**src/rtl/mc_controller.sv**
```systemverilog
// Multi-cycle control unit: sequences FETCH/DECODE/EXECUTE/MEM/WB and decodes
// the instruction-register contents into datapath mux selects and an ALU op.
// Memory waits are bounded by a timeout counter. Illegal instructions and bus
// timeouts land in an absorbing TRAP state that only reset leaves.
module mc_controller #(
    parameter int TIMEOUT_W   = 4,
    parameter bit RD_X0_GUARD = 1'b1
) (
    input  logic        clk,
    input  logic        rst_n,
    input  logic [31:0] instr,
    input  logic        im_ack,
    input  logic        dm_ack,
    input  logic        br_taken,
    output logic        im_req,
    output logic        ir_en,
    output logic        pc_en,
    output logic        dm_req,
    output logic        dm_we,
    output logic        rf_en,
    output logic        sel_opr_a,
    output logic        sel_opr_b,
    output logic        sel_pc,
    output logic [1:0]  sel_wb,
    output logic [2:0]  imm_type,
    output logic [3:0]  aluop,
    output logic [2:0]  state,
    output logic        illegal,
    output logic        bus_err
);

    typedef enum logic [2:0] {
        S_FETCH   = 3'b000,
        S_DECODE  = 3'b001,
        S_EXECUTE = 3'b010,
        S_MEM     = 3'b011,
        S_WB      = 3'b100,
        S_TRAP    = 3'b111
    } state_t;

    typedef enum logic [2:0] {
        K_ALU, K_LOAD, K_STORE, K_BRANCH, K_JUMP
    } kind_t;

    localparam logic [3:0] ALU_ADD  = 4'b0000, ALU_SUB = 4'b0001, ALU_SLL = 4'b0010,
                           ALU_SLT  = 4'b0011, ALU_SLTU = 4'b0100, ALU_XOR = 4'b0101,
                           ALU_SRL  = 4'b0110, ALU_SRA = 4'b0111, ALU_OR = 4'b1000,
                           ALU_AND  = 4'b1001, ALU_PASSB = 4'b1010;

    localparam logic [6:0] OP_R = 7'b0110011, OP_I = 7'b0010011, OP_LOAD = 7'b0000011,
                           OP_STORE = 7'b0100011, OP_BRANCH = 7'b1100011, OP_JALR = 7'b1100111,
                           OP_JAL = 7'b1101111, OP_AUIPC = 7'b0010111, OP_LUI = 7'b0110111;

    localparam logic [6:0] F7_BASE = 7'b0000000, F7_ALT = 7'b0100000;

    // Last waiting cycle: if no ack arrives here the count would hit 2^W-1.
    localparam logic [TIMEOUT_W-1:0] WAIT_LAST = {{(TIMEOUT_W-1){1'b1}}, 1'b0};
    localparam logic [TIMEOUT_W-1:0] WAIT_ONE  = {{(TIMEOUT_W-1){1'b0}}, 1'b1};

    logic [6:0] opcode;
    logic [2:0] funct3;
    logic [6:0] funct7;
    logic [4:0] rd;
    logic       unused_instr_bits;

    assign opcode = instr[6:0];
    assign rd     = instr[11:7];
    assign funct3 = instr[14:12];
    assign funct7 = instr[31:25];
    // Register-source and immediate fields belong to the datapath only.
    assign unused_instr_bits = ^instr[24:15];

    state_t               state_q;
    logic [TIMEOUT_W-1:0] wait_cnt_q;
    logic                 illegal_q;
    logic                 bus_err_q;
    logic                 run_q;     // low for the first cycle after reset

    logic [3:0] dec_aluop;
    logic       dec_opr_a, dec_opr_b, dec_illegal;
    logic [2:0] dec_imm;
    logic [1:0] dec_wb;
    kind_t      dec_kind;

    function automatic logic [3:0] alu_base(input logic [2:0] f3);
        case (f3)
            3'b000:  return ALU_ADD;
            3'b001:  return ALU_SLL;
            3'b010:  return ALU_SLT;
            3'b011:  return ALU_SLTU;
            3'b100:  return ALU_XOR;
            3'b101:  return ALU_SRL;
            3'b110:  return ALU_OR;
            default: return ALU_AND;
        endcase
    endfunction

    // Instruction decode: ALU op, operand/immediate/writeback selects, legality.
    always_comb begin
        dec_aluop   = ALU_ADD;
        dec_opr_a   = 1'b0;
        dec_opr_b   = 1'b0;
        dec_imm     = 3'b000;
        dec_wb      = 2'b00;
        dec_illegal = 1'b0;
        dec_kind    = K_ALU;
        case (opcode)
            OP_R: begin
                if (funct7 == F7_BASE)                        dec_aluop = alu_base(funct3);
                else if (funct7 == F7_ALT && funct3 == 3'b000) dec_aluop = ALU_SUB;
                else if (funct7 == F7_ALT && funct3 == 3'b101) dec_aluop = ALU_SRA;
                else                                           dec_illegal = 1'b1;
            end
            OP_I: begin
                dec_opr_b = 1'b1;
                dec_aluop = alu_base(funct3);
                if (funct3 == 3'b001 && funct7 != F7_BASE) dec_illegal = 1'b1;
                if (funct3 == 3'b101) begin
                    if (funct7 == F7_ALT)       dec_aluop   = ALU_SRA;
                    else if (funct7 != F7_BASE) dec_illegal = 1'b1;
                end
            end
            OP_LOAD:   begin dec_opr_b = 1'b1; dec_wb = 2'b01; dec_kind = K_LOAD; end
            OP_STORE:  begin dec_opr_b = 1'b1; dec_imm = 3'b001; dec_kind = K_STORE; end
            OP_BRANCH: begin dec_opr_a = 1'b1; dec_opr_b = 1'b1; dec_imm = 3'b010; dec_kind = K_BRANCH; end
            OP_JALR:   begin dec_opr_b = 1'b1; dec_wb = 2'b10; dec_kind = K_JUMP; end
            OP_JAL:    begin dec_opr_a = 1'b1; dec_opr_b = 1'b1; dec_imm = 3'b100; dec_wb = 2'b10; dec_kind = K_JUMP; end
            OP_AUIPC:  begin dec_opr_a = 1'b1; dec_opr_b = 1'b1; dec_imm = 3'b011; end
            OP_LUI:    begin dec_opr_b = 1'b1; dec_imm = 3'b011; dec_aluop = ALU_PASSB; end
            default:   dec_illegal = 1'b1;
        endcase
    end

    // Sequencer: state, bus-wait counter and sticky error flags; reset wins over all.
    always_ff @(posedge clk) begin
        if (!rst_n) begin
            state_q    <= S_FETCH;
            wait_cnt_q <= '0;
            illegal_q  <= 1'b0;
            bus_err_q  <= 1'b0;
            run_q      <= 1'b0;
        end else begin
            run_q <= 1'b1;
            case (state_q)
                S_FETCH: if (run_q) begin
                    if (im_ack) begin
                        state_q    <= S_DECODE;
                        wait_cnt_q <= '0;
                    end else if (wait_cnt_q == WAIT_LAST) begin
                        state_q    <= S_TRAP;
                        bus_err_q  <= 1'b1;
                        wait_cnt_q <= '0;
                    end else begin
                        wait_cnt_q <= wait_cnt_q + WAIT_ONE;
                    end
                end
                S_DECODE: begin
                    if (dec_illegal) begin
                        state_q   <= S_TRAP;
                        illegal_q <= 1'b1;
                    end else begin
                        state_q <= S_EXECUTE;
                    end
                end
                S_EXECUTE: begin
                    if (dec_kind == K_LOAD || dec_kind == K_STORE) state_q <= S_MEM;
                    else if (dec_kind == K_BRANCH)                 state_q <= S_FETCH;
                    else                                           state_q <= S_WB;
                end
                S_MEM: begin
                    if (dm_ack) begin
                        state_q    <= (dec_kind == K_LOAD) ? S_WB : S_FETCH;
                        wait_cnt_q <= '0;
                    end else if (wait_cnt_q == WAIT_LAST) begin
                        state_q    <= S_TRAP;
                        bus_err_q  <= 1'b1;
                        wait_cnt_q <= '0;
                    end else begin
                        wait_cnt_q <= wait_cnt_q + WAIT_ONE;
                    end
                end
                S_WB:    state_q <= S_FETCH;
                S_TRAP:  state_q <= S_TRAP;
                default: state_q <= S_TRAP;
            endcase
        end
    end

    // Strobes follow the registered state; acks and br_taken act in the same cycle.
    always_comb begin
        im_req    = 1'b0;
        ir_en     = 1'b0;
        pc_en     = 1'b0;
        dm_req    = 1'b0;
        dm_we     = 1'b0;
        rf_en     = 1'b0;
        sel_opr_a = 1'b0;
        sel_opr_b = 1'b0;
        sel_pc    = 1'b0;
        sel_wb    = 2'b00;
        imm_type  = 3'b000;
        aluop     = 4'b0000;
        if (run_q && state_q != S_FETCH && state_q != S_TRAP && !dec_illegal) begin
            sel_opr_a = dec_opr_a;
            sel_opr_b = dec_opr_b;
            sel_wb    = dec_wb;
            imm_type  = dec_imm;
            aluop     = dec_aluop;
        end
        if (run_q) begin
            case (state_q)
                S_FETCH: begin
                    im_req = 1'b1;
                    ir_en  = im_ack;
                end
                S_EXECUTE: if (dec_kind == K_BRANCH) begin
                    pc_en  = 1'b1;
                    sel_pc = br_taken;
                end
                S_MEM: begin
                    dm_req = 1'b1;
                    dm_we  = (dec_kind == K_STORE);
                    pc_en  = dm_ack && (dec_kind == K_STORE);
                end
                S_WB: begin
                    pc_en  = 1'b1;
                    rf_en  = !(RD_X0_GUARD && rd == 5'd0);
                    sel_pc = (dec_kind == K_JUMP);
                end
                default: ;
            endcase
        end
    end

    assign state   = state_q;
    assign illegal = illegal_q;
    assign bus_err = bus_err_q;

endmodule

```
**config.mk**
```make
export PLATFORM = sky130hd
export DESIGN_NAME = mc_controller
export DESIGN_NICKNAME = d
export VERILOG_FILES = /design/src/rtl/mc_controller.sv
export SDC_FILE = /design/constraint.sdc
export NUM_CORES = 1
export LEC_CHECK = 0
export BUFFER_PORTS_ARGS = -buffer_cell sky130_fd_sc_hd__buf_2
export CAP_MARGIN = 10
export CORE_ASPECT_RATIO = 0.9
export CORE_MARGIN = 2
export CORE_UTILIZATION = 45
export CTS_CLUSTER_SIZE = 14
export DETAILED_ROUTE_END_ITERATION = 8
export HOLD_SLACK_MARGIN = 0.05
export PLACE_DENSITY = 0.84
export SLEW_MARGIN = 20
export SYNTH_ARGS = -nofsm -noshare
export SYNTH_HDL_FRONTEND = slang
export SYNTH_SLANG_ARGS = --single-unit
```
**constraint.sdc**
```tcl
create_clock -name clk -period 1.9 [get_ports clk]
set_input_delay 0.19 -clock clk [delete_from_list [all_inputs] [get_ports clk]]
set_output_delay 0.19 -clock clk [all_outputs]
set_load 0.02 [all_outputs]
```
-- Yosys cells after proc, flatten, opt, wreduce, memory -nomap -nowiden
Index checks and enable logic that the tools add are counted.
- latch bits: 0
- register bits after elaboration: 10
- bits in writable memories: 0
- input port bits: 37
- memories kept: 0
- logic and storage cells: 121
- output and inout bits: 23
- ROM bits: 0
- bitwise logic cells: 0
- shift operators: 0
- equal/unequal tests: 29
- div/mod/pow operators: 0
- add/sub/neg operators: 1
- reductions and logical operators: 25
- muxes and demuxes: 61
- $mul: 0
- magnitude comparators: 0
- operators by type and width (operator ; count):
    $mux W3 ; 11
    $mux W4 ; 8
    $mux W1 ; 30
    $eq A7 B6 Y1 const B ; 4
    $pmux W4 S7 ; 1
    $pmux W3 S4 ; 2
    $eq A7 B7 Y1 const B ; 3
    $eq A3 B2 Y1 const B ; 6
    $eq A3 B3 Y1 const B ; 5
    $pmux W3 S5 ; 1
    $eq A7 B5 Y1 const B ; 2
    $pmux W4 S3 ; 1
    $eq A3 B1 Y1 const B ; 3
    $pmux W4 S2 ; 1
    $reduce_or A8 Y1 ; 1
    $eq A7 B2 Y1 const B ; 1
    $logic_and A1 B1 Y1 ; 7
    $logic_not A7 Y1 ; 1
    $reduce_bool A7 Y1 ; 1
    $reduce_or A7 Y1 ; 1
    $logic_not A3 Y1 ; 2
    $ne A2 B2 Y1 const B ; 3
    $pmux W1 S3 ; 2
    $logic_not A5 Y1 ; 1
    other kinds (14) ; 18

-- Depth between registers and ports, before layout
- word-level depth: 10
- mapped depth: 7
- mapped depth without buffers: 7

-- Worst setup path after synthesis
OpenSTA, ideal clock, no wires.
- kind: input -> output
- start point: input port instr[26]
- end point: output port aluop[0]
- path slack: -0.320 ns
- arrival time: 2.030 ns
- required time: 1.710 ns
- stages: 5
- buffers on the path: 0
- cell sequence: nor4_4 > nand2_1 > o211a_1 > or4_4 > nor4_1
- word-level cells in the longest chain between the ends: 10
- elaborated cells on any way between the ends: 23
- classes of those cells: eq/ne (1); mux (15); reduce/logical (7)
- ends and longest elaborated chain (what ; RTL line ; RTL):
    start: declaration ; 11 ; input logic [31:0] instr,
    $reduce_bool A7 Y1 ; 117, 120 ;
    $logic_and A1 B1 Y1 ; 117 ; if (funct3 == 3'b001 && funct7 != F7_BASE) dec_illegal = 1'b1;
    $mux W1 ; 117 ;
    $mux W1 ; 120 ; else if (funct7 != F7_BASE) dec_illegal = 1'b1;
    $mux W1 ; 119 ; if (funct7 == F7_ALT) dec_aluop = ALU_SRA;
    $mux W1 ; 118 ; if (funct3 == 3'b101) begin
    $pmux W1 S3 ; 107 ; case (opcode)
    $logic_not A1 Y1 ; 203 ; if (run_q && state_q != S_FETCH && state_q != S_TRAP && !dec_illegal) begin
    $logic_and A1 B1 Y1 ; 203 ;
    $mux W4 * ; 203 ;
    end: declaration ; 26 ; output logic [3:0] aluop,
Mark *: on every way between the ends. The rest lies on a longest branch, timed or not.

-- Worst setup path after layout
- start point: input port instr[27]
- end point: output port aluop[0]
Same word-level chain as after synthesis.

==> results by stage <==
Worst setup path:
- The setup check on the worst reg-to-reg path leaves a slack of 160 ps.
- In this run the critical register-to-register path is launched from state[1].
- The arrival time at the worst endpoint is 1950 ps.
- In this run the worst path has a maximum fanout of 6.
- The count of cells along the worst register-to-register path is 6.
- The worst register-to-register path ends at wait_cnt_q[1].
- The critical path in this run is classified as in -> out.
- The worst setup path is launched from an input pin.
- The data required time at the worst endpoint is 1710 ps.
- The element type at the critical path end is an output port.

Global routing:
- The met2 demand-to-capacity share in global routing is 0.428.
- In the global route stage, met3 resource usage came out at 0.0405.
- Entering global routing, the biggest net connects 20 pins.
- The via count of the first global-routing pass is 1365.
- The initial antenna violation count is 0.
- The total overflow reported by the global router is 0.
- In this run the most used layer during global routing was met2.
- In the global route stage, overall resource usage came out at 0.238.
- The first global-routing pass estimated 5580 um of wire.
- In the global route stage, met1 resource usage came out at 0.290.

Hold path:
- In this run the worst hold path is classified as in -> reg.
- Counting instances, the worst hold path has a depth of 1.
- For hold timing, the worst endpoint is run_q.
- The beginning of the worst hold path is rst_n.

Floorplan:
- The top-level I/O count is 60.
- From bottom edge to top edge, the die measures 51.2 um.
- The core region is 2400 um2.
- The die area is 2890 um2.
- The initial utilization of the core area, before any placement, comes to 0.464.
- The number of rows created at floorplan is 17.
- Measured along the x axis, the die boundary spans 56.5 um.

Detailed routing:
- The wire length after detailed routing is 3570 um.
- The detailed-route via count is 1514.
- In the routed layout, each cell is associated on average with a via count of 5.71.
- In the final routed layout, each cell accounts on average for 13.5 um.
- The final antenna-violating net count is 0.
- The total iterations of the first detailed-routing run is 4.
- The DRC violations left is 0.
- The detailed router finished its first iteration with 53 violations.

Status:
- The checks that failed: negative setup slack.
- The flow ran to the end, but the final reports show violations.

Clock tree:
- At the later pin of the worst-skew pair, clock insertion delay measures 260 ps.
- The H-tree level count is 1.
- The CTS tree is done.
- After clock tree synthesis, the clock-pin slew on the worst setup and hold paths is 60 ps.
- The number of clock sinks seen by CTS is 10.
- The largest buffer count on any clock path is 2.
- Buffers inserted during clock tree synthesis total 3.
- The clock tree root buffer cell is sky130_fd_sc_hd__clkbuf_4.

Timing:
- The worst relative slew slack is 0.722.
- Across all setup checks in the final design, the least slack found is -235 ps.
- The final count of pins violating max slew is 0.
- The achievable frequency is 468 MHz.
- The setup skew after layout is 2.41 ps.
- The final-report hold violation count is 0.
- The worst path in the final design needs a cycle of 2140 ps, including I/O delays and setup.
- The total of endpoints with negative setup slack in the final report is 11.
- Setup repair after global routing could not meet its margin everywhere.
- Summed over all failing endpoints, the final setup total negative slack is -1840 ps.
- The period utilization is 1.12.
- For the pin with the worst max-slew slack, the measured transition is 413 ps.

Final layout:
- The count of inserted antenna diode cells is 0.
- Leaving out fill and tap cells, the most frequent cell in the layout is sky130_fd_sc_hd__buf_4.
- In the layout the commonest cells are sky130_fd_sc_hd__buf_4, sky130_fd_sc_hd__buf_2, sky130_fd_sc_hd__nor2_1.
- The proportion of layout cells with a drive suffix above 1 is 0.439.
- After routing the design area is 1740 um2.
- For this run, the post-layout net count is 277.
- The area added between synthesis and finish is 56.0%.

Pwr:
- Internal power comes to 474 uW.
- The power per cell area is 411 nW/um2.
- The share of total power dissipated in combinational logic is 0.404.
- In this run the power spent charging and discharging nets is 240 uW.
- Across the VDD grid, the largest voltage drop is 468 uV.
- The switching part of the total is 0.336.
- Of the total power, the clock network draws 0.260.
- The share of total power dissipated in sequential elements is 0.336.
- In this run the static leakage power is 0.000782 uW.

Run:
- Across the run, the number of max-cap violations was 0.

Yosys:
- The fraction of synthesized cell area taken by the top area cell type is 0.180.
- Synthesis produced a netlist with a net count of 199.
- The yosys synthesis warning count is 0.
- The share of flip-flops with an asynchronous set or reset is 0.
- The synthesized area divided by synthesized cell count is 6.97 um2.
- The sequential fraction of the synthesis area is 0.180.
- After synthesis the cells add up to 1110 um2.
- The post-synthesis cell count is 160.
- Counting flops with a built-in enable in the synthesized netlist gives 0.
- The unique cell type count in the Yosys netlist is 43.
- Synthesis inferred 10 register bits.
- Of all cell types, the one taking the most synthesized area is sky130_fd_sc_hd__dfxtp_1.
- The leading register cell type out of synthesis is sky130_fd_sc_hd__dfxtp_1.
- After synthesis, the cell types taking the most area are sky130_fd_sc_hd__dfxtp_1, sky130_fd_sc_hd__nor2_1, sky130_fd_sc_hd__a21oi_1.

Placement:
- The congestion estimate from routability-driven global placement came to 0.898.
- The placed instance area is 1570 um2.
- The half-perimeter wire length of the detailed placement result is 2560 um.
- Input and output buffers added on the ports amount to 49.
what timing repair did:
| action | in CTS | in global routing |
|---|---|---|
| resized for setup | 21 | 7 |
| buffers inserted | 2 | 2 |
| endpoints found under the setup margin | 11 | 13 |
| hold buffers | 0 | 0 |
| pin swaps | 7 | 3 |
| cloned | 1 | 0 |
per-stage QoR:
| step | total power, uW | worst slack [ps] | util | hold WS [ps] | cells |
|---|---|---|---|---|---|
| after floorplan | 390 | -113 | - | 218 | 160 |
| after global placement | 502 | -263 | 0.652 | 358 | 256 |
| after detailed placement | 507 | -314 | 0.652 | 359 | 256 |
| after CTS | 706 | -221 | 0.706 | 85.7 | 263 |
| after global routing | 757 | -289 | 0.724 | 81.2 | 265 |
| final | 715 | -235 | 0.724 | 94.4 | 265 |
power groups by stage:
stage          Clock, uW  Combinational [uW]  Sequential [uW]
2_1_floorplan          0                 140              250
3_3_place_gp           0                 260              242
3_5_place_dp           0                 265              243
4_1_cts              190                 278              239
5_1_grt              201                 315              241
6_report             186                 288              240
final cells by class:
| type | count | area [um2] |
|---|---|---|
| flip-flops and latches | 10 | 203 |
| clock buffers | 4 | 36.3 |
| well taps | 28 | 35.0 |
| inverters | 6 | 22.5 |
| multi-input cells | 137 | 916 |
| fillers | 198 | 664 |
| repair buffers | 80 | 527 |
worst max path at each step:
stage | startpoint | to | slack [ps] | cells after the start
after floorplan | instr[27] | aluop[1] | -110 | 6
after global placement | instr[27] | aluop[0] | -260 | 7
after detailed placement | instr[27] | aluop[0] | -310 | 7
after CTS | instr[27] | aluop[0] | -220 | 7
after global routing | instr[27] | sel_opr_a | -290 | 8
final | instr[27] | aluop[0] | -240 | 7
per-layer routing:
layer | vias to the layer above | part of all wire | wire length, um
met2 | 67 | 0.49 | 1760
li1 | 745 | - | -
met1 | 698 | 0.43 | 1540
met5 | - | 0 | 0
met3 | 4 | 0.068 | 244
met4 | 0 | 0.0050 | 18
critical path: stages:
cell                      delay [ps]
sky130_fd_sc_hd__buf_6            90
sky130_fd_sc_hd__nor4_4          300
sky130_fd_sc_hd__nand2_1         110
sky130_fd_sc_hd__o211a_1         260
sky130_fd_sc_hd__or4_4           570
sky130_fd_sc_hd__nor4_2          220
sky130_fd_sc_hd__buf_2           200
synth_stat cells (5+ instances only):
| library cell | count |
|---|---|
| sky130_fd_sc_hd__a21oi_1 | 12 |
| sky130_fd_sc_hd__clkbuf_1 | 5 |
| sky130_fd_sc_hd__dfxtp_1 | 10 |
| sky130_fd_sc_hd__inv_1 | 6 |
| sky130_fd_sc_hd__nand2_1 | 10 |
| sky130_fd_sc_hd__nand2b_1 | 9 |
| sky130_fd_sc_hd__nand3_1 | 12 |
| sky130_fd_sc_hd__nand4_1 | 5 |
| sky130_fd_sc_hd__nor2_1 | 17 |
| sky130_fd_sc_hd__nor2b_1 | 6 |
| sky130_fd_sc_hd__o21ai_0 | 11 |
| sky130_fd_sc_hd__or3_1 | 5 |
flip-flops by register name, summed over array words and instances, names as in the netlist:
signal / cells
bus_err: 1
wait_cnt_q: 4
state: 3
illegal: 1
run_q: 1
cells by family (layout without fill, tap and decap cells):
family	after synthesis	in the layout	share of synthesized area
flops	10	10	0.180
fa+ha+maj	2	2	0.0224
xor+xnor	5	5	0.0393
compound gates	45	45	0.263
buf+inv	14	90	0.0617
simple gates	84	85	0.434
Power figures use the tool's default switching activity.
